File: src/rtl/countdown_timer_if.sv
// Signal bundle between the timer switches/preset and the countdown_timer core.
// The master side drives the controls; the slave side (the timer) drives the status outputs.
interface countdown_timer_if;
    logic [3:0] Timer;
    logic       TimerSwitch;
    logic       TimerClear;
    logic [7:0] BinTimerOut;
    logic       TimerRunning;
    logic       TimerDone;
    logic       TimerAlarm;

    modport master (
        output Timer,
        output TimerSwitch,
        output TimerClear,
        input  BinTimerOut,
        input  TimerRunning,
        input  TimerDone,
        input  TimerAlarm
    );

    modport slave (
        input  Timer,
        input  TimerSwitch,
        input  TimerClear,
        output BinTimerOut,
        output TimerRunning,
        output TimerDone,
        output TimerAlarm
    );
endinterface

File: src/rtl/countdown_timer.sv
// Countdown timer: loads Timer*STEP seconds on a switch rising edge, counts down every CLK_HZ
// cycles. Defining COUNTDOWN_TIMER_ALARM_EN adds a timed alarm output after expiry.
module countdown_timer #(
    parameter int unsigned CLK_HZ     = 50000000,
    parameter int unsigned STEP       = 10,
    parameter int unsigned ALARM_SECS = 5
) (
    input logic              CLOCK_50,
    input logic              reset,
    countdown_timer_if.slave intf
);
    localparam int unsigned PW = (CLK_HZ > 1) ? $clog2(CLK_HZ) : 1;
    localparam logic [PW-1:0] PreMax = PW'(CLK_HZ - 1);

    if (STEP * 15 > 255) begin : g_step_check
        $error("countdown_timer: 15*STEP must not exceed 255");
    end
    if (ALARM_SECS == 0 || CLK_HZ == 0) begin : g_param_check
        $error("countdown_timer: ALARM_SECS and CLK_HZ must be non-zero");
    end

    typedef enum logic [1:0] {StIdle, StRun, StPause, StDone} state_e;

    state_e        state_q, state_d;
    logic [2:0]    sw_sync_q;
    logic [1:0]    clr_sync_q;
    logic [7:0]    value_q, value_d;
    logic [PW-1:0] presc_q, presc_d;
    logic          running_q, running_d;
    logic          done_q, done_d;
    logic          sw_rise, sw_fall, clr, tick;
    logic          do_load, alarm_busy;
    logic [7:0]    load_val;

    assign sw_rise  = sw_sync_q[1] & ~sw_sync_q[2];
    assign sw_fall  = ~sw_sync_q[1] & sw_sync_q[2];
    assign clr      = clr_sync_q[1];
    assign tick     = (presc_q == PreMax);
    assign load_val = 8'(intf.Timer * STEP);

    always_comb begin
        state_d = state_q;
        value_d = value_q;
        presc_d = presc_q;
        done_d  = 1'b0;
        do_load = 1'b0;
        if (clr) begin
            state_d = StIdle;
            value_d = '0;
            presc_d = '0;
        end else begin
            unique case (state_q)
                StIdle: do_load = sw_rise;
                StRun: begin
                    if (tick) begin
                        presc_d = '0;
                        // Expiry outranks a coincident pause request.
                        if (value_q <= 8'd1) begin
                            value_d = '0;
                            state_d = StDone;
                            done_d  = 1'b1;
                        end else begin
                            value_d = value_q - 8'd1;
                            if (sw_fall) state_d = StPause;
                        end
                    end else if (sw_fall) begin
                        state_d = StPause;
                    end else begin
                        presc_d = presc_q + 1'b1;
                    end
                end
                StPause: if (sw_rise) state_d = StRun;
                StDone: begin
                    if (sw_rise) begin
                        do_load = 1'b1;
                    end else if (alarm_busy) begin
                        presc_d = tick ? '0 : presc_q + 1'b1;
                    end
                end
                default: state_d = StIdle;
            endcase
            if (do_load) begin
                value_d = load_val;
                presc_d = '0;
                if (load_val == 8'd0) begin
                    state_d = StDone;
                    done_d  = 1'b1;
                end else begin
                    state_d = StRun;
                end
            end
        end
        running_d = (state_d == StRun);
    end

    always_ff @(posedge CLOCK_50) begin
        if (reset) begin
            state_q    <= StIdle;
            sw_sync_q  <= '0;
            clr_sync_q <= '0;
            value_q    <= '0;
            presc_q    <= '0;
            running_q  <= 1'b0;
            done_q     <= 1'b0;
        end else begin
            state_q    <= state_d;
            sw_sync_q  <= {sw_sync_q[1:0], intf.TimerSwitch};
            clr_sync_q <= {clr_sync_q[0], intf.TimerClear};
            value_q    <= value_d;
            presc_q    <= presc_d;
            running_q  <= running_d;
            done_q     <= done_d;
        end
    end

`ifdef COUNTDOWN_TIMER_ALARM_EN
    localparam int unsigned AW = (ALARM_SECS > 1) ? $clog2(ALARM_SECS + 1) : 1;

    logic          alarm_q, alarm_d;
    logic [AW-1:0] secs_q, secs_d;

    assign alarm_busy = alarm_q;

    // Seconds remain counted on the shared prescaler while lingering in DONE.
    always_comb begin
        alarm_d = alarm_q;
        secs_d  = secs_q;
        if (done_d) begin
            alarm_d = 1'b1;
            secs_d  = AW'(ALARM_SECS);
        end else if (clr || (state_q == StDone && sw_rise)) begin
            alarm_d = 1'b0;
            secs_d  = '0;
        end else if (alarm_q && state_q == StDone && tick) begin
            if (secs_q <= AW'(1)) begin
                alarm_d = 1'b0;
                secs_d  = '0;
            end else begin
                secs_d = secs_q - 1'b1;
            end
        end
    end

    always_ff @(posedge CLOCK_50) begin
        if (reset) begin
            alarm_q <= 1'b0;
            secs_q  <= '0;
        end else begin
            alarm_q <= alarm_d;
            secs_q  <= secs_d;
        end
    end

    assign intf.TimerAlarm = alarm_q;
`else
    assign alarm_busy      = 1'b0;
    assign intf.TimerAlarm = 1'b0;
`endif

    assign intf.BinTimerOut  = value_q;
    assign intf.TimerRunning = running_q;
    assign intf.TimerDone    = done_q;

endmodule

File: src/flat_wrapper.sv
// flat-port wrapper written by rule: the top's interface ports become plain ports
module countdown_timer_flat 
#(
    parameter int unsigned CLK_HZ     = 50000000,
    parameter int unsigned STEP       = 10,
    parameter int unsigned ALARM_SECS = 5
)
  (CLOCK_50, reset, intf_Timer, intf_TimerSwitch, intf_TimerClear, intf_BinTimerOut, intf_TimerRunning, intf_TimerDone, intf_TimerAlarm);
  countdown_timer_if intf_i ();
  input logic CLOCK_50;
  input logic reset;
  input wire logic [$bits(intf_i.Timer)-1:0] intf_Timer;
  input wire logic [$bits(intf_i.TimerSwitch)-1:0] intf_TimerSwitch;
  input wire logic [$bits(intf_i.TimerClear)-1:0] intf_TimerClear;
  output wire logic [$bits(intf_i.BinTimerOut)-1:0] intf_BinTimerOut;
  output wire logic [$bits(intf_i.TimerRunning)-1:0] intf_TimerRunning;
  output wire logic [$bits(intf_i.TimerDone)-1:0] intf_TimerDone;
  output wire logic [$bits(intf_i.TimerAlarm)-1:0] intf_TimerAlarm;
  assign intf_i.Timer = intf_Timer;
  assign intf_i.TimerSwitch = intf_TimerSwitch;
  assign intf_i.TimerClear = intf_TimerClear;
  assign intf_BinTimerOut = intf_i.BinTimerOut;
  assign intf_TimerRunning = intf_i.TimerRunning;
  assign intf_TimerDone = intf_i.TimerDone;
  assign intf_TimerAlarm = intf_i.TimerAlarm;
  countdown_timer #(.CLK_HZ(CLK_HZ), .STEP(STEP), .ALARM_SECS(ALARM_SECS)) u_core (.CLOCK_50(CLOCK_50), .reset(reset), .intf(intf_i));
endmodule
File: config.mk
export PLATFORM = sky130hd
export DESIGN_NAME = countdown_timer_flat
export DESIGN_NICKNAME = d
export VERILOG_FILES = /design/src/rtl/countdown_timer_if.sv /design/src/rtl/countdown_timer.sv /design/src/flat_wrapper.sv
export SDC_FILE = /design/constraint.sdc
export NUM_CORES = 1
export LEC_CHECK = 0
export ABC_AREA = 1
export CORE_MARGIN = 5
export CORE_UTILIZATION = 45
export DETAILED_ROUTE_END_ITERATION = 6
export HOLD_SLACK_MARGIN = 0.15
export SYNTH_ARGS = -nofsm -noshare
export SYNTH_HDL_FRONTEND = slang
export SYNTH_SLANG_ARGS = --single-unit
File: constraint.sdc
create_clock -name CLOCK_50 -period 7.6 [get_ports CLOCK_50]
set_clock_uncertainty 0.2 [all_clocks]
set_input_delay 2.28 -clock CLOCK_50 [delete_from_list [all_inputs] [get_ports CLOCK_50]]
set_output_delay 2.28 -clock CLOCK_50 [all_outputs]
set_load 0.05 [all_outputs]
==> flow_metrics.env <==
export IMPL_status="complete, no violations"
export IMPL_drt_first_pass_iters=4
export IMPL_drive_gt1_share_pct=7.23
export IMPL_clk_pin_slew_ns=0.09
export IMPL_overflow=0
export IMPL_fp_dieH_microns=89.4
export IMPL_ys_ff_latch=43
export IMPL_fmax_ghz=0.223
export IMPL_core_area_sq_mm=0.00624
export IMPL_min_period_ns=4.48
export IMPL_hold_viol=0
export IMPL_worstSetupStartpointType="input pin"
export IMPL_ctsResizeCount=0
export IMPL_antenna_found_initial=0
export IMPL_ir_drop_mv=0.0704
export IMPL_port_buffers=17
export IMPL_crit_type="input pin to flip-flop"
export IMPL_start_util_pct=45.4
export IMPL_holdPathEnd="u_core.sw_sync_q[1]$_SDFF_PP0_"
export IMPL_path_common_cell="nand2_1"
export IMPL_regToRegEndpoint="u_core.presc_q[10]$_SDFFE_PP0P_"
export IMPL_grt_first_pass_wirelength_mm=11.6
export IMPL_hp_class="flip-flop to flip-flop"
export IMPL_nets=487
export IMPL_finalCritPeriodShare_pct=59.0
export IMPL_ctsRootBufferMaster="clkbuf_8"
export IMPL_ant_nets=0
export IMPL_arrival_ns=4.49
export IMPL_synth_nets=473
export IMPL_cp_slowest_cell="clkdlybuf4s50_1"
export IMPL_drt_total_wl_mm=6.88
export IMPL_gp_congestion=0.838
export IMPL_area_growth_pct=10.3
export IMPL_cts_hold_buf=0
export IMPL_grt_usage_pct=18.8
export IMPL_fin_setup_tns_ns=0
export IMPL_path_buf_inv=3
export IMPL_critPathMaxStageDelay_ns=0.48
export IMPL_die_width_microns=89.4
export IMPL_postCtsSetupBuffers=0
export IMPL_synth_area_leader_cell="dfxtp_1"
export IMPL_end_kind="flip-flop"
export IMPL_worst_pin_slew_ns=0.764
export IMPL_power_density_mw_per_mm2=142
export IMPL_synth_area_top_cells="dfxtp_1 30%, nand2_1 17%, nor2_1 9.4%"
export IMPL_ys_types=34
export IMPL_num_rows=29
export IMPL_min_delay_path_depth=2
export IMPL_dp_slack_ns=2.78
export IMPL_maxSlewViolCount=0
export IMPL_dieArea_sq_mm=0.00799
export IMPL_drt_iter0_drc=122
export IMPL_reg2reg_slack_ns=4.84
export IMPL_maxCapViolations=0
export IMPL_grt_pass1_vias=2500
export IMPL_ioPinCount=19
export IMPL_slew_headroom_pct=48.9
export IMPL_wl_per_cell_microns=12.6
export IMPL_timing_rr_start="u_core.state_q[0]$_SDFF_PP0_"
export IMPL_cts_buffer_depth=2
export IMPL_dpl_hpwl_mm=5.15
export IMPL_setup_viol=0
export IMPL_crit_fanout=4
export IMPL_grt_max_degree=30
export IMPL_yosys_area_top_type_share_pct=30.4
export IMPL_clk_latency_ns=0.30
export IMPL_cpLargestDelayFamily="adder cells"
export IMPL_required_ns=7.61
export IMPL_htree_levels=2
export IMPL_worstRegToRegCells=9
export IMPL_finalWorstSetupSlack_ns=3.12
export IMPL_drcViolationCount=0
export IMPL_antenna_cells=0
export IMPL_numCtsBuffers=5
export IMPL_vias_per_cell=5.00
export IMPL_cts_tree="yes"
export IMPL_syn_area_per_cell_sq_um=6.23
export IMPL_numClockSinks=43
export IMPL_hp_start="u_core.sw_sync_q[0]$_SDFF_PP0_"
export IMPL_ys_warn_count=0
export IMPL_synthCells=455
export IMPL_yosysSeqAreaShare_pct=30.4
export IMPL_p_leak_nw=1.25
export IMPL_crit_chain="clkdlybuf4s50_1 -> ha_1 -> ha_1 -> inv_1 -> fa_1 -> inv_1 -> nor2_1 -> nand2_1 -> nor3_1 -> nand2_1 -> o21a_1 -> nand2_1 -> nor2_1"
export IMPL_syn_area_sq_mm=0.00284
export IMPL_grt_setup_unrepaired="false"
export IMPL_via_count=2733
placed cells by master, fill, tap and decap left out, drive strengths merged:
master	count
a21oi	25
xnor2	1
a31oi	1
nand3b	1
clkinv	1
nand2	135
ha	9
nor2	77
fa	1
nand4	17
clkbuf	6
or2	4
clkdlybuf4s50	17
o21bai	1
inv	60
clkinvlp	1
o21ai	9
nor3	8
o21a	1
dfxtp	43
nand3	43
conb	1
o31ai	1
o211ai	1
xor2	6
Yosys cell counts (all sizes together):
cell / number
a21oi: 25
a31oi: 1
buf: 6
clkbuf: 4
conb: 1
dfxtp: 43
fa: 1
ha: 9
inv: 60
nand2: 135
nand3: 43
nand3b: 1
nand4: 17
nor2: 77
nor3: 8
o211ai: 1
o21a: 1
o21ai: 9
o21bai: 1
o31ai: 1
or2: 4
xnor2: 1
xor2: 6
tightest hold or removal path: stages (launching register included):
cell     delay, ns
dfxtp_1       0.31
inv_1         0.04
nor2_1        0.03
cells by family (layout without fill, tap and decap cells):
| logic type | after synthesis | after routing | share of synthesized area (%) |
|---|---|---|---|
| other | 1 | 1 | 0.132 |
| buffers and inverters | 70 | 85 | 10.5 |
| DFF | 43 | 43 | 30.4 |
| AOI/OAI and AO/OA | 39 | 39 | 7.28 |
| and+or+nand+nor | 285 | 285 | 44.8 |
| adders and majority gates | 10 | 10 | 4.68 |
| xor gates and xnor gates | 7 | 7 | 2.16 |
metrics by stage:
stage	hold slack [ns]	util, %	power, mW	cell area [sq um]	std cells
after floorplan	0.188	-	0.274	2840	455
after global placement	0.191	48.5	0.287	3030	539
after detailed placement	0.197	48.5	0.288	3030	539
after CTS	0.209	50.1	0.448	3130	547
after global routing	0.238	50.1	0.469	3130	547
final	0.206	50.1	0.443	3130	547
worst max path at each step:
stage | end | depth (start not counted) | startpoint
2_1_floorplan | u_core.intf.TimerRunning$_SDFF_PP0_ | 12 | intf_Timer[1]
3_3_place_gp | u_core.intf.TimerRunning$_SDFF_PP0_ | 13 | intf_Timer[3]
3_5_place_dp | u_core.intf.TimerRunning$_SDFF_PP0_ | 13 | intf_Timer[3]
4_1_cts | u_core.intf.TimerRunning$_SDFF_PP0_ | 13 | intf_Timer[3]
5_1_grt | u_core.presc_q[3]$_SDFFE_PP0P_ | 8 | reset
6_report | u_core.intf.TimerRunning$_SDFF_PP0_ | 13 | intf_Timer[3]
flip-flops by register name, summed over array words and instances (netlist names):
register / count
u_core.clr_sync_q: 2
u_core.intf.TimerRunning: 1
u_core.presc_q: 26
u_core.state_q: 2
u_core.sw_sync_q: 3
u_core.intf.BinTimerOut: 8
u_core.intf.TimerDone: 1
layout make-up:
class,count,area (sq um)
multi-input cells,342,1680
repair buffers,17,170
clock inverters,2,16.3
well taps,77,96.3
clock buffers,6,82.6
fillers,673,3110
inverters,60,225
flip-flops and latches,43,861
report_power, final:
group | switching, mW | internal, mW | leakage, nW | total, mW
Combinational | 0.0353 | 0.0169 | 0.856 | 0.0522
Clock | 0.0856 | 0.0743 | 0.0474 | 0.160
Sequential | 0.00233 | 0.228 | 0.348 | 0.230
layer usage:
metal	global-route usage, %	routed length (microns)	vias to the layer above
met5	0	0	-
met4	6.90	102	0
met3	3.69	233	8
met2	31.7	3370	41
met1	23.6	3170	1213
li1	-	-	1471
(Power assumes the default switching activity.)
